$ cat config.mk
export PLATFORM = sky130hd
export DESIGN_NAME = evm_multi
export DESIGN_NICKNAME = d
export VERILOG_FILES = /design/src/rtl/evm_multi.sv
export SDC_FILE = /design/constraint.sdc
export NUM_CORES = 1
export LEC_CHECK = 0
export ABC_AREA = 1
export CAP_MARGIN = 25
export CELL_PAD_IN_SITES_DETAIL_PLACEMENT = 1
export CELL_PAD_IN_SITES_GLOBAL_PLACEMENT = 1
export CORE_MARGIN = 2
export CORE_UTILIZATION = 44
export DETAILED_ROUTE_END_ITERATION = 8
export HOLD_SLACK_MARGIN = 0.05
export MAX_ROUTING_LAYER = met4
export PLACE_DENSITY = 0.8
export SLEW_MARGIN = 20
export SYNTH_ARGS = -nofsm -noshare
export SYNTH_HDL_FRONTEND = slang
export SYNTH_SLANG_ARGS = --single-unit
$ cat constraint.sdc
create_clock -name clk -period 3 [get_ports clk]
set_input_delay 0.75 -clock clk [delete_from_list [all_inputs] [get_ports clk]]
set_output_delay 0.75 -clock clk [all_outputs]
set_load 0.01 [all_outputs]
$ cat src/rtl/evm_multi.sv
// evm_multi: NUM_CAND-candidate voting machine with saturating tallies, winner scan and readback.
// Define EVM_TIMEOUT_EN to revoke an armed ballot after TIMEOUT_CYC idle cycles.
module evm_multi #(
  parameter int NUM_CAND    = 4,
  parameter int CNT_W       = 8,
  parameter int TIMEOUT_CYC = 1000,
  localparam int ID_W       = (NUM_CAND > 1) ? $clog2(NUM_CAND) : 1
) (
  input  logic                clk,
  input  logic                rst,
  input  logic                switch_on_evm,
  input  logic                candidate_ready,
  input  logic [NUM_CAND-1:0] vote,
  input  logic                voting_session_done,
  input  logic                display_results,
  input  logic [ID_W-1:0]     display_sel,
  input  logic                display_winner,
  output logic [CNT_W-1:0]    results,
  output logic [ID_W-1:0]     candidate_name,
  output logic                vote_accepted,
  output logic                invalid_vote,
  output logic                tie,
  output logic                voting_in_progress,
  output logic                voting_done
);

  localparam logic [CNT_W-1:0] CntMax  = '1;
  localparam logic [ID_W-1:0]  LastIdx = ID_W'(NUM_CAND - 1);

  typedef enum logic [2:0] {
    S_OFF,
    S_IDLE,
    S_ARMED,
    S_LOCK,
    S_SCAN,
    S_DONE
  } state_t;

  state_t           state_q;
  logic [CNT_W-1:0] tally_q [NUM_CAND];
  logic [ID_W-1:0]  scanIdx_q;
  logic [ID_W-1:0]  winner_q;
  logic [CNT_W-1:0] maxVal_q;
  logic             tie_q;
  logic             crPrev_q;
  logic             voteAcc_q;
  logic             invVote_q;
  logic [CNT_W-1:0] results_q;
  logic [ID_W-1:0]  candName_q;
  logic             oorHeld_q;
  logic [ID_W-1:0]  oorSel_q;

`ifdef EVM_TIMEOUT_EN
  localparam int TmrW = $clog2(TIMEOUT_CYC + 1);
  logic [TmrW-1:0] armTmr_q;
`endif

  logic             crEdge;
  logic             voteAny;
  logic             voteMulti;
  logic             selInRange;
  logic [ID_W-1:0]  voteIdx;
  logic [CNT_W-1:0] selTally;
  logic [CNT_W-1:0] winTally;
  logic [CNT_W-1:0] scanTally;

  // Clearing the lowest set bit leaves a nonzero value only for multi-hot ballots.
  always_comb begin
    crEdge    = candidate_ready & ~crPrev_q;
    voteAny   = |vote;
    voteMulti = |(vote & (vote - NUM_CAND'(1)));
    voteIdx   = '0;
    selTally  = '0;
    winTally  = '0;
    scanTally = '0;
    for (int i = 0; i < NUM_CAND; i++) begin
      if (vote[i]) voteIdx = ID_W'(i);
      if (display_sel == ID_W'(i)) selTally = tally_q[i];
      if (winner_q == ID_W'(i)) winTally = tally_q[i];
      if (scanIdx_q == ID_W'(i)) scanTally = tally_q[i];
    end
    selInRange = int'(display_sel) < NUM_CAND;
  end

  always_ff @(posedge clk) begin
    if (rst) begin
      state_q    <= S_OFF;
      for (int i = 0; i < NUM_CAND; i++) tally_q[i] <= '0;
      scanIdx_q  <= '0;
      winner_q   <= '0;
      maxVal_q   <= '0;
      tie_q      <= 1'b0;
      crPrev_q   <= 1'b0;
      voteAcc_q  <= 1'b0;
      invVote_q  <= 1'b0;
      results_q  <= '0;
      candName_q <= '0;
      oorHeld_q  <= 1'b0;
      oorSel_q   <= '0;
`ifdef EVM_TIMEOUT_EN
      armTmr_q   <= '0;
`endif
    end else begin
      crPrev_q  <= candidate_ready;
      voteAcc_q <= 1'b0;
      invVote_q <= 1'b0;

      if (!switch_on_evm) begin
        state_q <= S_OFF;
      end else begin
        case (state_q)
          S_OFF: state_q <= S_IDLE;

          S_IDLE: begin
            if (voting_session_done) begin
              state_q   <= S_SCAN;
              scanIdx_q <= '0;
            end else if (crEdge) begin
              state_q  <= S_ARMED;
`ifdef EVM_TIMEOUT_EN
              armTmr_q <= '0;
`endif
            end
          end

          S_ARMED: begin
            if (voting_session_done) begin
              state_q   <= S_SCAN;
              scanIdx_q <= '0;
            end else if (voteAny) begin
              state_q <= S_LOCK;
              if (voteMulti) begin
                invVote_q <= 1'b1;
              end else begin
                voteAcc_q <= 1'b1;
                for (int i = 0; i < NUM_CAND; i++)
                  if (voteIdx == ID_W'(i) && tally_q[i] != CntMax)
                    tally_q[i] <= tally_q[i] + CNT_W'(1);
              end
            end
`ifdef EVM_TIMEOUT_EN
            else if (armTmr_q == TmrW'(TIMEOUT_CYC - 1)) begin
              state_q   <= S_IDLE;
              invVote_q <= 1'b1;
            end else begin
              armTmr_q <= armTmr_q + TmrW'(1);
            end
`endif
          end

          S_LOCK: if (!voteAny) state_q <= S_IDLE;

          // Index 0 seeds the running maximum; a strictly larger tally takes over and clears tie.
          S_SCAN: begin
            if (scanIdx_q == '0 || scanTally > maxVal_q) begin
              maxVal_q <= scanTally;
              winner_q <= scanIdx_q;
              tie_q    <= 1'b0;
            end else if (scanTally == maxVal_q) begin
              tie_q <= 1'b1;
            end
            if (scanIdx_q == LastIdx) state_q <= S_DONE;
            else scanIdx_q <= scanIdx_q + ID_W'(1);
          end

          S_DONE: state_q <= S_DONE;

          default: state_q <= S_OFF;
        endcase
      end

      if (state_q == S_DONE && display_winner) begin
        results_q  <= winTally;
        candName_q <= winner_q;
      end else if (state_q == S_DONE && display_results) begin
        results_q  <= selInRange ? selTally : '0;
        candName_q <= display_sel;
      end else begin
        results_q  <= '0;
        candName_q <= '0;
      end

      // An out-of-range select flags once, and again only when a different bad index appears.
      if (state_q == S_DONE && !selInRange) begin
        if (!oorHeld_q || oorSel_q != display_sel) invVote_q <= 1'b1;
        oorHeld_q <= 1'b1;
        oorSel_q  <= display_sel;
      end else begin
        oorHeld_q <= 1'b0;
      end
    end
  end

  assign results            = results_q;
  assign candidate_name     = candName_q;
  assign vote_accepted      = voteAcc_q;
  assign invalid_vote       = invVote_q;
  assign tie                = tie_q & (state_q == S_DONE);
  assign voting_in_progress = (state_q == S_IDLE) || (state_q == S_ARMED) || (state_q == S_LOCK);
  assign voting_done        = (state_q == S_DONE);

endmodule

==> metrics.txt <==
Final Cycle Share=around 90%; source of the worst hold timing path=maxVal_q[6]$_SDFFE_PP0P_; # diodes=0; Final Wtd Congestion=a little over 0.9; Max Fclk=369.1 MHz; Reg clk slew, reported paths=around 0.07 ns; Final Critical Period=roughly 2.7 ns; Starting Density=around 45%; power share of the sequential group=between 40% and 50%; DPL Wire Length=8.784 mm; Slew Limit Fails=0; arrival time worst endpoint=between 2 and 3 ns; Hold Buf Count CTS=0; core area=between 0.008 and 0.009 mm^2; Final #Nets=between 500 and 600; number of post-CTS setup repair buffers=0; post-route insts no fill=665; die area=a little under 0.01 mm^2; Worst VDD drop=approximately 0.16 mV; clk_lat worst skew=between 0.3 and 0.4 ns; Inst Count DP=649; worst-path fanout max=13; Final Instance Area=roughly 0.0045 mm^2; CTS root buf=clkbuf_8; PD cells=423.3 mW/mm^2; Placed Area=around 0.0043 mm^2; Synth Instances=between 500 and 600; worst reg2reg path depth=21; Critical Path End Type=register; area added between synthesis and finish=15.86%; Inserted Clock Buffers=9; total I/O pin count=28; Sw Share=between 20% and 30%; Hold Crit Depth=2; routed via count=~3600; Max-Cap Viols=0; Post-DRT Antenna Nets=0; fin util=between 50% and 60%; WS Path Type=reg -> reg; Net Sw Power=around 0.00052 W; Comb pwr share=a little over an eighth; # fillers=approximately 1100; die height=between 90 and 100 um; setup violators final=0; final wirelength=between 10 and 15 mm; vias in the first global route=roughly 3700; GR Overflow Total=0; largest net degree at the start of global routing=23; syn_area_per_cell=approximately 7.5 um^2; status=completed; Int Power=0.001390 W; Worst Hold Path EP=maxVal_q[6]$_SDFFE_PP0P_; Die Wd=between 90 and 100 um; DRT Pass-1 Iters=4; Slew headroom=67.18%; Vias/cell=between 5 and 6; FF-to-FF End=maxVal_q[3]$_SDFFE_PP0P_; R2R setup slack=just under 0.3 ns; gr usage total=between 20% and 30%; P_leak=1.830 nW; PostCTS Resize Cnt=0; First DRT Iteration DRCs=roughly 210; sequential share of the synthesized area=between 30% and 40%; clock tree buffer depth=2; layout cell share with drive strength beyond 1=a little under a tenth; register bit total from synthesis=61; syn nets=~550; Clock power frac=38.0%; Post-Syn Area=0.003897 mm^2; Final Power=0.001911 W; leading cell type in the layout, fill and taps excluded=nand2_1; Port Buffers=27; startpoint types=register; WP data required=3.24 ns; RR Startpoint=scanIdx_q[0]$_SDFFE_PP0P_; std cell rows=34; total clock sinks=61; DRC Markers=0; most frequent cells in the layout=92 x nand2_1, 74 x inv_1, 70 x nor2_1, 49 x a21oi_1; H-tree depth=3; drt wl/cell=approximately 17 um; yosys warns=0; CTS tree=done; first-pass GRT wire length=roughly 19 mm; Clock Skew=0.01024 ns; count of cell types in the netlist=33; Hold Fails Final Rpt=0; HP Class=reg -> reg; Worst Tran Pin Value=0.4905 ns; initial antenna violation count=0
==> cell families (layout without fill, tap and decap cells) <==
kind of cell / count (synthesis) / in the layout / share of synthesized area [%]
compound gates: 105 / 105 / 15.57
xor+xnor: 20 / 20 / 4.494
fa+ha+maj: 16 / 16 / 5.136
buf+inv: 93 / 128 / 9.278
flops: 61 / 61 / 39.55
simple gates: 227 / 227 / 25.97
==> worst max-delay path by stage <==
stage | depth (start not counted) | slack (ns) | to | from
2_1_floorplan | 16 | 0.59 | winner_q[1]$_SDFFE_PP0P_ | scanIdx_q[0]$_SDFFE_PP0P_
3_3_place_gp | 14 | 0.29 | winner_q[0]$_SDFFE_PP0P_ | scanIdx_q[0]$_SDFFE_PP0P_
3_5_place_dp | 14 | 0.12 | winner_q[0]$_SDFFE_PP0P_ | scanIdx_q[0]$_SDFFE_PP0P_
4_1_cts | 14 | 0.10 | maxVal_q[1]$_SDFFE_PP0P_ | scanIdx_q[0]$_SDFFE_PP0P_
5_1_grt | 21 | -0.03 | maxVal_q[1]$_SDFFE_PP0P_ | scanIdx_q[0]$_SDFFE_PP0P_
6_report | 21 | 0.29 | maxVal_q[3]$_SDFFE_PP0P_ | scanIdx_q[0]$_SDFFE_PP0P_
==> cell usage after synthesis, drive strengths merged <==
master / n / area [um^2]
xor2: 18 / 157.7
buf: 10 / 50.05
or2: 2 / 12.51
nor4: 1 / 6.260
o221ai: 10 / 87.58
a22oi: 7 / 52.55
nor3: 15 / 100.1
nor2: 76 / 315.3
a21oi: 50 / 254.0
ha: 16 / 200.2
a21o: 1 / 7.510
nor3b: 1 / 12.51
o22ai: 8 / 50.05
nand4: 3 / 25.02
clkbuf: 5 / 18.77
nand2: 96 / 370.3
o21ai: 25 / 125.1
o31ai: 1 / 7.510
clkinv: 1 / 3.750
nand3: 33 / 170.2
inv: 77 / 289.0
dfxtp: 29 / 580.6
edfxtp: 32 / 960.9
xnor2: 2 / 17.52
o211ai: 3 / 22.52
==> power by group through the flow <==
stage          combinational (W)  clock (W)  sequential [W]
2_1_floorplan           0.000168          0        0.000935
3_3_place_gp            0.000239          0        0.000946
6_report                0.000253   0.000727        0.000931
5_1_grt                 0.000288   0.000781        0.000933
4_1_cts                 0.000249   0.000746        0.000929
3_5_place_dp            0.000248          0        0.000948
==> critical path, stage by stage (launching register included) <==
cell and delay [ns]:
dfxtp_1 0.40, inv_1 0.14, ha_1 0.21, inv_1 0.09
nor2_2 0.09, nand2_1 0.10, nand2_1 0.07, a22oi_1 0.29
inv_1 0.09, ha_1 0.28, nand2_1 0.04, inv_1 0.06
nand2_1 0.05, nand2_1 0.05, nand2_1 0.05, nand2_1 0.05
nand2_1 0.05, nand2_1 0.07, buf_4 0.19, nand3_1 0.11
nand2_1 0.09, nor2_1 0.04
==> final cells by class <==
type	count	area [um^2]	share of cell area, %
clock buffer	11	141.4	3.131
tap	108	135.1	2.993
clock inverter	5	50.05	1.108
sequential	61	1541	34.14
timing repair buffer	34	322.8	7.149
multi-input combinational	368	2032	45.00
inverter	78	292.8	6.484
==> per-stage QoR <==
| stage | setup TNS [ns] | setup WS (ns) | hold slack (ns) |
|---|---|---|---|
| 6_report | 0 | 0.2905 | 0.4853 |
| 3_3_place_gp | 0 | 0.2883 | 0.4645 |
| 4_1_cts | 0 | 0.1046 | 0.4906 |
| 3_5_place_dp | 0 | 0.1164 | 0.4741 |
| 2_1_floorplan | 0 | 0.5862 | 0.4516 |
| 5_1_grt | -0.07805 | -0.02628 | 0.5339 |
==> per-layer routing <==
metal / track usage, % / part of all wire [%] / vias up
li1: - / - / 1791
met1: 33.15 / 46 / 1755
met2: 41.89 / 48 / 85
met3: 3.364 / 3.8 / 17
met4: 8.013 / 1.5 / 0
met5: - / 0 / -
==> flip-flops by register name, summed over array words and instances, names as in the netlist <==
name and count:
vote_accepted 1, candidate_name 2, tie_q 1, state_q 3
crPrev_q 1, tally_q 32, results 8, scanIdx_q 2
winner_q 2, invalid_vote 1, maxVal_q 8
Power figures use the tool's default switching activity.
==> patch (config.mk and constraints unchanged) <==
Add a define of `EVM_TIMEOUT_EN`.
--- a/src/rtl/evm_multi.sv
+++ b/src/rtl/evm_multi.sv
@@ -1,4 +1,6 @@
 // evm_multi: NUM_CAND-candidate voting machine with saturating tallies, winner scan and readback.
 // Define EVM_TIMEOUT_EN to revoke an armed ballot after TIMEOUT_CYC idle cycles.
+`define EVM_TIMEOUT_EN
+
 module evm_multi #(
   parameter int NUM_CAND    = 4,
Formal check against the unedited RTL: same outputs for any inputs over 10 cycles, from zero or initial values and one cycle with rst high; that may be too few to reach the edited logic, so the function may still have changed.
==> patch against the unedited design <==
- wire length rose by 22%
- design area up 15%
- sequential share of layout area down 0.60 points
- global-route usage is 1.5 points higher
- sequential cell count increased by 10
- core utilization is 0.68 points higher
- combinational power decreased by 11%
- via count rose by 19%
- synthesized area increased by 15%
- clock power increased by 9.5%
- total power increased by 8.8%
- worst setup slack gained 11 ps
- largest cell class unchanged
==> patch: results (changes against the unedited design) <==
met1 WL 6470 microns (+22%); Clock Latency Late Sink 370 ps (+20 ps); relative slew slack 62.7% (-4.5 points); routed len/inst 17.6 microns (+2.7%); Synth area leaders edfxtp_1 (22%), dfxtp_1 (17%), nand2_1 (9.7%); Final HPWL DP 10800 microns (+23%); Layout Cells excl Fill 789 (+19%); pre-CTS WS -258 ps (-374 ps); dpl cell area 4950 sq um (+16%); CP arrival 2960 ps (about the same); GP Congestion 0.970 (+6.6%); Tot GR Track Use 27.1% (+1.5 points); met1 GRT Util 35.7% (+2.6 points); met3 WL 798 microns (+83%); DP Cell Count 773 (+19%); M2 GR Usage 41.6% (-0.33 points); Non-clk bufs 43 (+26%); met2 WL 6370 microns (+15%); Multi-input gate area 2370 sq um (+17%); Post-Syn Area 4460 sq um (+15%); Finished Core Util 53.0% (+0.68 points); Iter 0 DRT Violations 154 (-26%); clock network power 0.796 mW (+9.5%); sequential cells 71 (+16%); Seq/Total Area, Yosys 39.0% (-0.54 points); Net Count, Synth 641 (+16%); adder-cell share of the synthesized area 4.76% (-0.37 points); largest net degree at the start of global routing 25 (+8.7%); skew final 14.3 ps (+4.05 ps); CTS clk-pin slew, worst paths 80 ps; met3 GRT Util 5.74% (+2.4 points); outcome finished clean; most common library cells after synthesis nand2_1 (115), nor2_1 (104), inv_1 (78), a21oi_1 (46), dfxtp_1 (39); Power Internal 1.51 mW (+8.9%); XOR/XNOR Fraction of Synth Area 5.30% (+0.80 points); via count 4332 (+19%); final hold vios 0 (unchanged); Synth Area in Compound Gates 14.5% (-1.1 points); Main synth FF type dfxtp_1; CTS Buffer Depth 2 (unchanged); Signal inverters 85 (+9.0%); peak supply drop 0.000263 V (+60%); syn avg cell area 7.31 sq um (-2.1%); Yosys cell types 41 (+24%); crit-path max FO 8 (-5); Switching Fraction 27.2% (-0.072 points); Leakage 2.11 nW (+16%); first-pass GRT wire length 22600 microns (+19%); fraction of layout cells with a size suffix above 1 9.45% (+0.30 points); number of global-route vias before repair 4382 (+17%); Register Area 1740 sq um (+13%); synth warn 0 (unchanged); Fillers 1286 (+16%); clock network area share 3.85% (-0.39 points); CP max-delay cell dfxtp_2; Logic pwr share 10.8% (-2.5 points)
==> patch: changes by cell type in the layout (fill, tap and decap cells not counted), sizes merged, moves of 4 or more <==
cell | unedited run | this run
buf | 7 | 16
o21ai | 25 | 34
nor2 | 76 | 106
nor3 | 15 | 8
inv | 77 | 84
nand2 | 96 | 119
a21boi | 0 | 6
o221ai | 10 | 6
dfxtp | 29 | 39
a21oi | 50 | 46
nand4 | 3 | 11
xnor2 | 2 | 6
a22oi | 7 | 3
==> patch: path summary, 6_finish.rpt <==
kind	end	slack [ps]	start	cells past startpoint
hold / removal	maxVal_q[1]	470	maxVal_q[1]	2
setup reg to reg	maxVal_q[4]	300	scanIdx_q[0]	20
hold reg to reg	maxVal_q[1]	470	maxVal_q[1]	2
setup / recovery	maxVal_q[4]	300	scanIdx_q[0]	20
==> patch: repair_timing <==
item	4_1_cts	5_1_grt
setup endpoints to repair	11	11
resized for setup	6	10
cloned	0	0
